<file path="src/rtl/sevenseg_pkg.sv">
// Shared definitions for the seven-segment scanner: FSM state encoding and the
// active-high hex-to-segment table ({g,f,e,d,c,b,a}, bit 0 = a).
package sevenseg_pkg;

  localparam int CNT_W = 23;

  typedef enum logic {
    ST_SHOW  = 1'b0,
    ST_GUARD = 1'b1
  } scan_state_t;

  localparam logic [6:0] SEG_BLANK = 7'h00;
  localparam logic [6:0] SEG_0 = 7'h3F;
  localparam logic [6:0] SEG_1 = 7'h06;
  localparam logic [6:0] SEG_2 = 7'h5B;
  localparam logic [6:0] SEG_3 = 7'h4F;
  localparam logic [6:0] SEG_4 = 7'h66;
  localparam logic [6:0] SEG_5 = 7'h6D;
  localparam logic [6:0] SEG_6 = 7'h7D;
  localparam logic [6:0] SEG_7 = 7'h07;
  localparam logic [6:0] SEG_8 = 7'h7F;
  localparam logic [6:0] SEG_9 = 7'h6F;
  localparam logic [6:0] SEG_A = 7'h77;
  localparam logic [6:0] SEG_B = 7'h7C;
  localparam logic [6:0] SEG_C = 7'h39;
  localparam logic [6:0] SEG_D = 7'h5E;
  localparam logic [6:0] SEG_E = 7'h79;
  localparam logic [6:0] SEG_F = 7'h71;

  function automatic logic [6:0] hex_to_seg7(input logic [3:0] nib);
    case (nib)
      4'h0:    return SEG_0;
      4'h1:    return SEG_1;
      4'h2:    return SEG_2;
      4'h3:    return SEG_3;
      4'h4:    return SEG_4;
      4'h5:    return SEG_5;
      4'h6:    return SEG_6;
      4'h7:    return SEG_7;
      4'h8:    return SEG_8;
      4'h9:    return SEG_9;
      4'hA:    return SEG_A;
      4'hB:    return SEG_B;
      4'hC:    return SEG_C;
      4'hD:    return SEG_D;
      4'hE:    return SEG_E;
      default: return SEG_F;
    endcase
  endfunction

endpackage

</file>
<file path="src/rtl/sevenseg_scan_hex_to_seg.sv">
// Combinational nibble-to-segment decoder; output is active-high, polarity is
// applied by the caller at the output flops.
module hex_to_seg
  import sevenseg_pkg::*;
(
  input  logic [3:0] nibble,
  output logic [6:0] seg
);

  assign seg = hex_to_seg7(nibble);

endmodule

</file>
<file path="src/rtl/sevenseg_scan.sv">
// Multiplexed seven-segment driver: shadow/display double buffer committed at
// the frame boundary, and a SHOW/GUARD scan FSM with registered pin drive.
module sevenseg_scan
  import sevenseg_pkg::*;
#(
  parameter int               DIGITS       = 4,
  parameter logic [CNT_W-1:0] SCAN_WAIT    = 23'd49999,
  parameter logic [7:0]       GUARD_CYCLES = 8'd50,
  parameter bit               ACTIVE_LOW   = 1'b1
) (
  input  logic                  clk,
  input  logic                  reset,
  input  logic                  load,
  input  logic [4*DIGITS-1:0]   value,
  input  logic [DIGITS-1:0]     dp_in,
  input  logic [DIGITS-1:0]     blank_mask,
  output logic                  pending,
  output logic [DIGITS-1:0]     an,
  output logic [6:0]            seg,
  output logic                  dp
);

  localparam int                IDX_W      = (DIGITS > 1) ? $clog2(DIGITS) : 1;
  localparam logic [IDX_W-1:0]  IDX_LAST   = IDX_W'(DIGITS - 1);
  localparam logic [CNT_W-1:0]  GUARD_LAST = CNT_W'(GUARD_CYCLES) - 23'd1;
  localparam logic [DIGITS-1:0] AN_OFF     = {DIGITS{ACTIVE_LOW}};
  localparam logic [6:0]        SEG_OFF    = {7{ACTIVE_LOW}};
  localparam logic              DP_OFF     = ACTIVE_LOW;

  scan_state_t                state;
  logic [IDX_W-1:0]           idx;
  logic [CNT_W-1:0]           cnt;
  logic                       started;
  logic [DIGITS-1:0][3:0]     shadow_val, disp_val;
  logic [DIGITS-1:0]          shadow_dp, disp_dp;
  logic [DIGITS-1:0]          shadow_blank, disp_blank;

  logic                       show_done, guard_done, frame_edge, commit;
  logic [IDX_W-1:0]           next_idx;
  logic [DIGITS-1:0][3:0]     eff_val;
  logic [DIGITS-1:0]          eff_dp, eff_blank;
  logic [DIGITS-1:0]          lit_an;
  logic [3:0]                 nibble;
  logic [6:0]                 dec_seg, lit_seg;
  logic                       lit_dp;

  // The data decoded here is what the digit about to be entered will show, so a
  // commit on this same edge must already be visible in the new pin values.
  always_comb begin
    show_done  = (state == ST_SHOW)  && (cnt == SCAN_WAIT);
    guard_done = (state == ST_GUARD) && (cnt == GUARD_LAST);
    next_idx   = (!started || idx == IDX_LAST) ? '0 : idx + 1'b1;
    frame_edge = guard_done && (next_idx == '0);
    commit     = frame_edge && pending;
    eff_val    = commit ? shadow_val   : disp_val;
    eff_dp     = commit ? shadow_dp    : disp_dp;
    eff_blank  = commit ? shadow_blank : disp_blank;
    nibble     = eff_val[next_idx];
    lit_an           = '0;
    lit_an[next_idx] = ~eff_blank[next_idx];
    lit_seg    = eff_blank[next_idx] ? SEG_BLANK : dec_seg;
    lit_dp     = eff_dp[next_idx] & ~eff_blank[next_idx];
  end

  hex_to_seg u_hex_to_seg (
    .nibble (nibble),
    .seg    (dec_seg)
  );

  // NOTE: all state here uses non-blocking assignments so every register samples
  // pre-edge values; the commit copies the old shadow even when load hits the same edge.
  always_ff @(posedge clk or negedge reset) begin
    if (!reset) begin
      state        <= ST_GUARD;
      idx          <= '0;
      cnt          <= '0;
      started      <= 1'b0;
      shadow_val   <= '0;
      shadow_dp    <= '0;
      shadow_blank <= '0;
      disp_val     <= '0;
      disp_dp      <= '0;
      disp_blank   <= '0;
      pending      <= 1'b0;
      an           <= AN_OFF;
      seg          <= SEG_OFF;
      dp           <= DP_OFF;
    end else begin
      if (load) begin
        shadow_val   <= value;
        shadow_dp    <= dp_in;
        shadow_blank <= blank_mask;
      end
      pending <= load | (pending & ~frame_edge);
      if (commit) begin
        disp_val   <= shadow_val;
        disp_dp    <= shadow_dp;
        disp_blank <= shadow_blank;
      end

      case (state)
        ST_SHOW: begin
          if (show_done) begin
            state <= ST_GUARD;
            cnt   <= '0;
            an    <= AN_OFF;
            seg   <= SEG_OFF;
            dp    <= DP_OFF;
          end else begin
            cnt <= cnt + 23'd1;
          end
        end
        default: begin
          if (guard_done) begin
            state   <= ST_SHOW;
            cnt     <= '0;
            idx     <= next_idx;
            started <= 1'b1;
            an      <= lit_an  ^ AN_OFF;
            seg     <= lit_seg ^ SEG_OFF;
            dp      <= lit_dp  ^ DP_OFF;
          end else begin
            cnt <= cnt + 23'd1;
          end
        end
      endcase
    end
  end

endmodule

</file>
<file path="config.mk">
export PLATFORM = sky130hd
export DESIGN_NAME = sevenseg_scan
export DESIGN_NICKNAME = d
export VERILOG_FILES = /design/src/rtl/sevenseg_pkg.sv /design/src/rtl/sevenseg_scan_hex_to_seg.sv /design/src/rtl/sevenseg_scan.sv
export SDC_FILE = /design/constraint.sdc
export NUM_CORES = 1
export LEC_CHECK = 0
export ABC_AREA = 0
export ABC_CLOCK_PERIOD_IN_PS = 10200
export BUFFER_PORTS_ARGS = -buffer_cell sky130_fd_sc_hd__buf_2
export CORE_MARGIN = 10
export CORE_UTILIZATION = 51
export DETAILED_ROUTE_END_ITERATION = 8
export GPL_TIMING_DRIVEN = 0
export HOLD_SLACK_MARGIN = 0.15
export MAX_ROUTING_LAYER = met4
export PLACE_DENSITY_LB_ADDON = 0.08
export SLEW_MARGIN = 5
export SYNTH_ARGS = -nofsm -noshare
export SYNTH_HDL_FRONTEND = slang
export SYNTH_SLANG_ARGS = --single-unit
</file>
<file path="constraint.sdc">
create_clock -name clk -period 10.2 [get_ports clk]
set_clock_uncertainty 0.15 [all_clocks]
set_input_delay 2.04 -clock clk [delete_from_list [all_inputs] [get_ports clk]]
set_output_delay 2.04 -clock clk [all_outputs]
set_load 0.01 [all_outputs]
</file>
== Word-level counts from Yosys, hierarchy flattened ==
Memory sizes are Yosys's and may differ from the RTL's.
Index checks and enable logic that the tools add are counted.
Storage, ports and cells
  bits in registers: 88
  memory bits (read-only): 112
  input bits: 27
  output and inout bits: 13
  logic and storage cells: 78
  memories: 1
Memories
  (no name shown): words 16, width 7, rd ports 1, clocked after memory_dff 0, wr ports 0, RTL line sevenseg_pkg.sv:31  | case (nib)
Cells by class
  add/sub/neg operators: 2
  $lt $le $gt $ge: 2
  equality and inequality tests: 4
  mux-type cells: 28
  bitwise logic cells: 10
  reductions and logical operators: 11
Operators with widths (count)
  23-bit two-way mux: 3
  7-bit two-way mux: 4
  4-bit two-way mux: 6
  23-bit by 1-bit adder with 23-bit output (second input constant): 1
  23-bit by 16-bit equality test with 1-bit output (second input constant): 1
  23-bit by 6-bit equality test with 1-bit output (second input constant): 1
  16-bit two-way mux: 1
  1-bit two-way mux: 9
  4-bit binary-select mux with 2-bit select: 1
  7-bit NOT: 1
  1-bit logical AND: 5
  4-bit AND: 1
  1-bit binary-select mux with 2-bit select: 2
  1-bit NOT: 4
  4-bit NOT: 1
  2-bit AND reduction: 2
  2-bit by 3-bit less-than comparator with 1-bit output (second input constant): 1
  2-bit by 1-bit adder with 2-bit output (second input constant): 1
  1-bit AND: 2
  1-bit demux with 2-bit select: 1
  2-bit equality test (second input constant): 1
  2-bit by 1-bit greater-or-equal comparator with 1-bit output (second input constant): 1
  2-bit zero test: 1
  2-bit two-way mux: 1
  5 further kinds: 5

== Longest topological paths before layout ==
  word-level depth: 14
  mapped depth: 13
  mapped depth without buffers: 12

== Modules after synthesis ==
A second synthesis with hierarchy kept.
Unflattened totals
  cells, all modules: 346
  area total of the unflattened synthesis: 4159.0 um^2
By module, submodules not included
  sevenseg_scan: instances 1, cells each 313, area an instance 3871.2 um^2, sequential area each 2218.4 um^2
  hex_to_seg: instances 1, cells each 33, area an instance 287.8 um^2, sequential area each 0.0 um^2

== Worst setup path after synthesis ==
OpenSTA, ideal clock, no wires.
  path type: flip-flop to flip-flop
  start: reg idx[0]
  end: reg seg[3]
  library setup time: 0.083 ns
  arrival time: 3.100 ns
  required time: 9.967 ns
  slack: 6.866 ns
  cell stages (with the launch flop): 13
  buffers on the path: 1
  clock period less this slack: 3.334 ns
  cells stage by stage: dfrtp_1 -> ha_1 -> and2b_1 -> o2111a_1 -> buf_6 -> nand2_8 -> mux2_4 -> a2111oi_4 -> inv_1 -> ha_1 -> mux4_2 -> inv_1 -> a21oi_1
RTL lines
  start, declared: RTL line sevenseg_scan.sv:31  | logic [IDX_W-1:0] idx;
  start signal, assigned: RTL line sevenseg_scan.sv:117  | idx <= next_idx;
  end signal, assigned: RTL line sevenseg_scan.sv:120  | seg <= lit_seg ^ SEG_OFF;
  end, declared: RTL line sevenseg_scan.sv:19  | output logic [6:0] seg,

==> qor.tcl <==
set qor(total_power_uw) 610.5
set qor(grt_usage) 0.1447
set qor(power_per_cell_area_nw_per_um2) 128.6
set qor(area_growth_pct) 12.51
set qor(clkLatencyLatePin_ns) 0.35
set qor(floorplan.die_area_um2) 12310
set qor(totalNegativeSetupSlack_ns) 0
set qor(worstPathCellList) {ha_1 > and2b_1 > o2111a_1 > buf_6 > nand2_8 > mux2_4 > a2111oi_4 > inv_1 > ha_1 > mux4_2 > inv_1 > a21oi_1}
set qor(edff_count_synth) 0
set qor(slowest_delay_ns) 0.64
set qor(yosys.area_share.simple) 0.1750
set qor(synthesis.area_per_instance_um2) 11.28
set qor(post_synth_xor_area_fraction) 0.04359
set qor(min_path_type) {reg -> reg}
set qor(numCtsBuffers) 9
set qor(worstPathMaxFanout) 8
set qor(post_synth_mux_area_share) 0.1142
set qor(report.final.slew_viol_count) 0
set qor(detailedRoute.firstIterationViolations) 99
set qor(ctsLongestPathBuffers) 2
set qor(cts.reportedPaths.clkPinSlew_ns) 0.09
set qor(synth.yosys.warnings) 0
set qor(drt-vias-per-instance) 5.287
set qor(layout.cells.non_filler) 534
set qor(dpl.hpwl_um) 6150
set qor(grt_pass1_wl_um) 14570
set qor(core_region_um2) 8134
set qor(synthCells) 374
set qor(cts_tree) {done}
set qor(worst-endpoint-arrival_ns) 3.85
set qor(pin_count) 40
set qor(finish.net_count) 460
set qor(worst_path_dominant_cell_family) {compound AO/OA/AOI/OAI gates}
set qor(totalWireLength_um) 8411
set qor(row_count) 33
set qor(irDropWorstVdd_mv) 0.07539
set qor(largest_net_degree_at_the_start_of_global_routing) 70
set qor(worst_pin_slew_ns) 0.8683
set qor(grt_antenna_before_repair) 0
set qor(critPathLaunchType) {flop}
set qor(worst_slew_margin_rel) 0.4163
set qor(multi_input_comb_area_um2) 1857
set qor(final_common_cell) {sky130_fd_sc_hd__dfrtp_1}
set qor(ys_top_cells_by_area) {sky130_fd_sc_hd__dfrtp_1 44%, sky130_fd_sc_hd__dfstp_2 8.1%, sky130_fd_sc_hd__mux2_2 8.0%, sky130_fd_sc_hd__nand2_1 4.1%, sky130_fd_sc_hd__nor2_1 2.8%}
set qor(synth-compound-area-share) 0.08066
set qor(p_leak_uw) 0.002262
set qor(finalHoldViolations) 0
set qor(gp_congestion) 0.8081
set qor(grt_pass1_vias) 2958
set qor(vias) 2823
set qor(die_height_um) 111.0
set qor(synthesized_area_fraction_occupied_by_adder_cells) 0.02669
set qor(postLayoutSetupSlackWorst_ns) 6.476
set qor(synthDominantAreaCellType) {sky130_fd_sc_hd__dfrtp_1}
set qor(numPlacedInstances) 518
set qor(postRouteAntennaNets) 0
set qor(drv.max_cap_violation_count) 0
set qor(sequential_area_share_after_synthesis) 0.5258
set qor(initial_utilization) 0.5187
set qor(yosys.area.top_type_share) 0.4448
set qor(drt_drc_violations_left) 0
set qor(preCtsSetupSlack_ns) 6.476
set qor(antenna-diode-count) 0
set qor(yosys_most_used_dff) {sky130_fd_sc_hd__dfrtp_1}
set qor(post-route-min-period_ns) 3.724
set qor(grt.overflow.total) 0
set qor(avgRoutedWirePerCell_um) 15.75
set qor(slowest_stage) {sky130_fd_sc_hd__a2111oi_4}
set qor(synthesis.nets) 410
set qor(synthArstFlopShare) 1.000
set qor(clock_sinks) 88
set qor(placement.io_buffers) 38
set qor(worst_endpoint_required_time_ns) 10.33
set qor(cts.htree.levels) 3
set qor(layout.filler_cells) 682
set qor(report.final.setup_viol) 0
set qor(clockRootBuffer) {sky130_fd_sc_hd__clkbuf_8}
set qor(worstSetupPathType) {reg -> reg}
set qor(cts_repair_resize_count) 0
set qor(die_x_um) 111.0
set qor(layout_common_cells) {75 x sky130_fd_sc_hd__dfrtp_1, 46 x sky130_fd_sc_hd__nand2_1, 41 x sky130_fd_sc_hd__buf_2, 32 x sky130_fd_sc_hd__nor2_1, 30 x sky130_fd_sc_hd__mux2_2}
set qor(synth.lib_cells_used.distinct) 54
set qor(synth_top_family_by_area) {simple AND/OR/NAND/NOR gates}
set qor(first_pass_iters) 4
set qor(outcome) {complete, no violations}
set qor(netlist_area_um2) 4219
set qor(yosys_register_bits) 88
set qor(critPathCaptureType) {flop}
set qor(unrepaired_setup_endpoints_after_global_routing) {false}
set qor(register_area_um2) 2218
set qor(post-cts-setup-buffers) 0
set qor(cp.buffers_inverters) 3
set qor(period_share) 0.3651
set qor(hold_buffers) 0
set qor(post_route_cells_drive_above_1_share) 0.2867
set qor(achievable-frequency_mhz) 268.6
metal layers:
layer	track usage	up-vias	routed length (um)
met4	0.05295	0	72
li1	-	1399	-
met5	-	-	0
met1	0.1922	1377	4241
met2	0.2189	41	3951
met3	0.02165	6	146
cell families (layout without fill, tap and decap cells):
group                      count (synthesis)  after routing
muxes                                     42             42
AOI/OAI and AO/OA                         45             45
and+or+nand+nor                          142            142
buffers and inverters                     27             82
adders and majority gates                  9              9
xor gates and xnor gates                  21             21
DFF                                       88             88
cells in the mapped netlist (3+ instances only):
cell type / n
sky130_fd_sc_hd__a21oi_1: 14
sky130_fd_sc_hd__a31oi_1: 3
sky130_fd_sc_hd__and3_1: 7
sky130_fd_sc_hd__buf_2: 4
sky130_fd_sc_hd__buf_6: 4
sky130_fd_sc_hd__clkbuf_1: 6
sky130_fd_sc_hd__dfrtp_1: 75
sky130_fd_sc_hd__dfstp_2: 13
sky130_fd_sc_hd__ha_1: 9
sky130_fd_sc_hd__inv_1: 9
sky130_fd_sc_hd__mux2_2: 30
sky130_fd_sc_hd__mux2i_1: 8
sky130_fd_sc_hd__nand2_1: 46
sky130_fd_sc_hd__nand2b_1: 6
sky130_fd_sc_hd__nand3_1: 21
sky130_fd_sc_hd__nand4_1: 5
sky130_fd_sc_hd__nor2_1: 32
sky130_fd_sc_hd__nor3_1: 4
sky130_fd_sc_hd__nor4_2: 4
sky130_fd_sc_hd__o21ai_0: 8
sky130_fd_sc_hd__or3_1: 3
sky130_fd_sc_hd__xnor2_1: 11
sky130_fd_sc_hd__xor2_1: 10
worst register-to-register path: stages (launching register included):
cell                        delay, ns
sky130_fd_sc_hd__dfrtp_1         0.39
sky130_fd_sc_hd__ha_1            0.35
sky130_fd_sc_hd__and2b_1         0.22
sky130_fd_sc_hd__o2111a_1        0.24
sky130_fd_sc_hd__buf_6           0.15
sky130_fd_sc_hd__nand2_8         0.12
sky130_fd_sc_hd__mux2_4          0.34
sky130_fd_sc_hd__a2111oi_4       0.64
sky130_fd_sc_hd__inv_1           0.17
sky130_fd_sc_hd__ha_1            0.31
sky130_fd_sc_hd__mux4_2          0.46
sky130_fd_sc_hd__inv_1           0.07
sky130_fd_sc_hd__a21oi_1         0.06
sequential cells by signal, indices dropped and copies added, names as in the netlist:
signal	cells
shadow_dp	4
dp	1
disp_dp	4
shadow_val	16
seg	7
state	1
pending	1
disp_blank	4
cnt	23
shadow_blank	4
disp_val	16
idx	2
started	1
an	4
report_power, final:
| part | total, uW | internal (uW) | switching, uW |
|---|---|---|---|
| Sequential | 364 | 358 | 5.44 |
| Clock | 221 | 90.8 | 130 |
| Combinational | 25.8 | 13.7 | 12.2 |
path summary, 6_finish.rpt:
path | start | to | slack (ns) | cells after the start
setup / recovery | idx[1] | seg[3] | 6.48 | 12
hold / removal | disp_blank[0] | disp_blank[0] | 0.32 | 2
setup reg to reg | idx[1] | seg[3] | 6.48 | 12
hold reg to reg | disp_blank[0] | disp_blank[0] | 0.32 | 2
max in group asynchronous | reset | an[1] | 7.84 | 2
min in group asynchronous | reset | cnt[22] | 1.40 | 1
stage by stage:
stage / hold slack [ns] / utilization / instance area [um^2]
2_1_floorplan: 0.2820 / - / 4219
3_3_place_gp: 0.2943 / 0.5582 / 4541
3_5_place_dp: 0.3062 / 0.5619 / 4571
4_1_cts: 0.3285 / 0.5836 / 4747
5_1_grt: 0.3617 / 0.5836 / 4747
6_report: 0.3234 / 0.5836 / 4747
layout make-up:
cell class / count / share of cell area
Sequential cell: 88 / 0.4673
Multi-Input combinational cell: 259 / 0.3911
Timing Repair Buffer: 39 / 0.04639
Tap cell: 105 / 0.02768
Clock buffer: 9 / 0.02609
Buffer: 18 / 0.02319
Clock inverter: 7 / 0.01107
Inverter: 9 / 0.007117
Note: power is estimated with default switching activity, not from simulation.
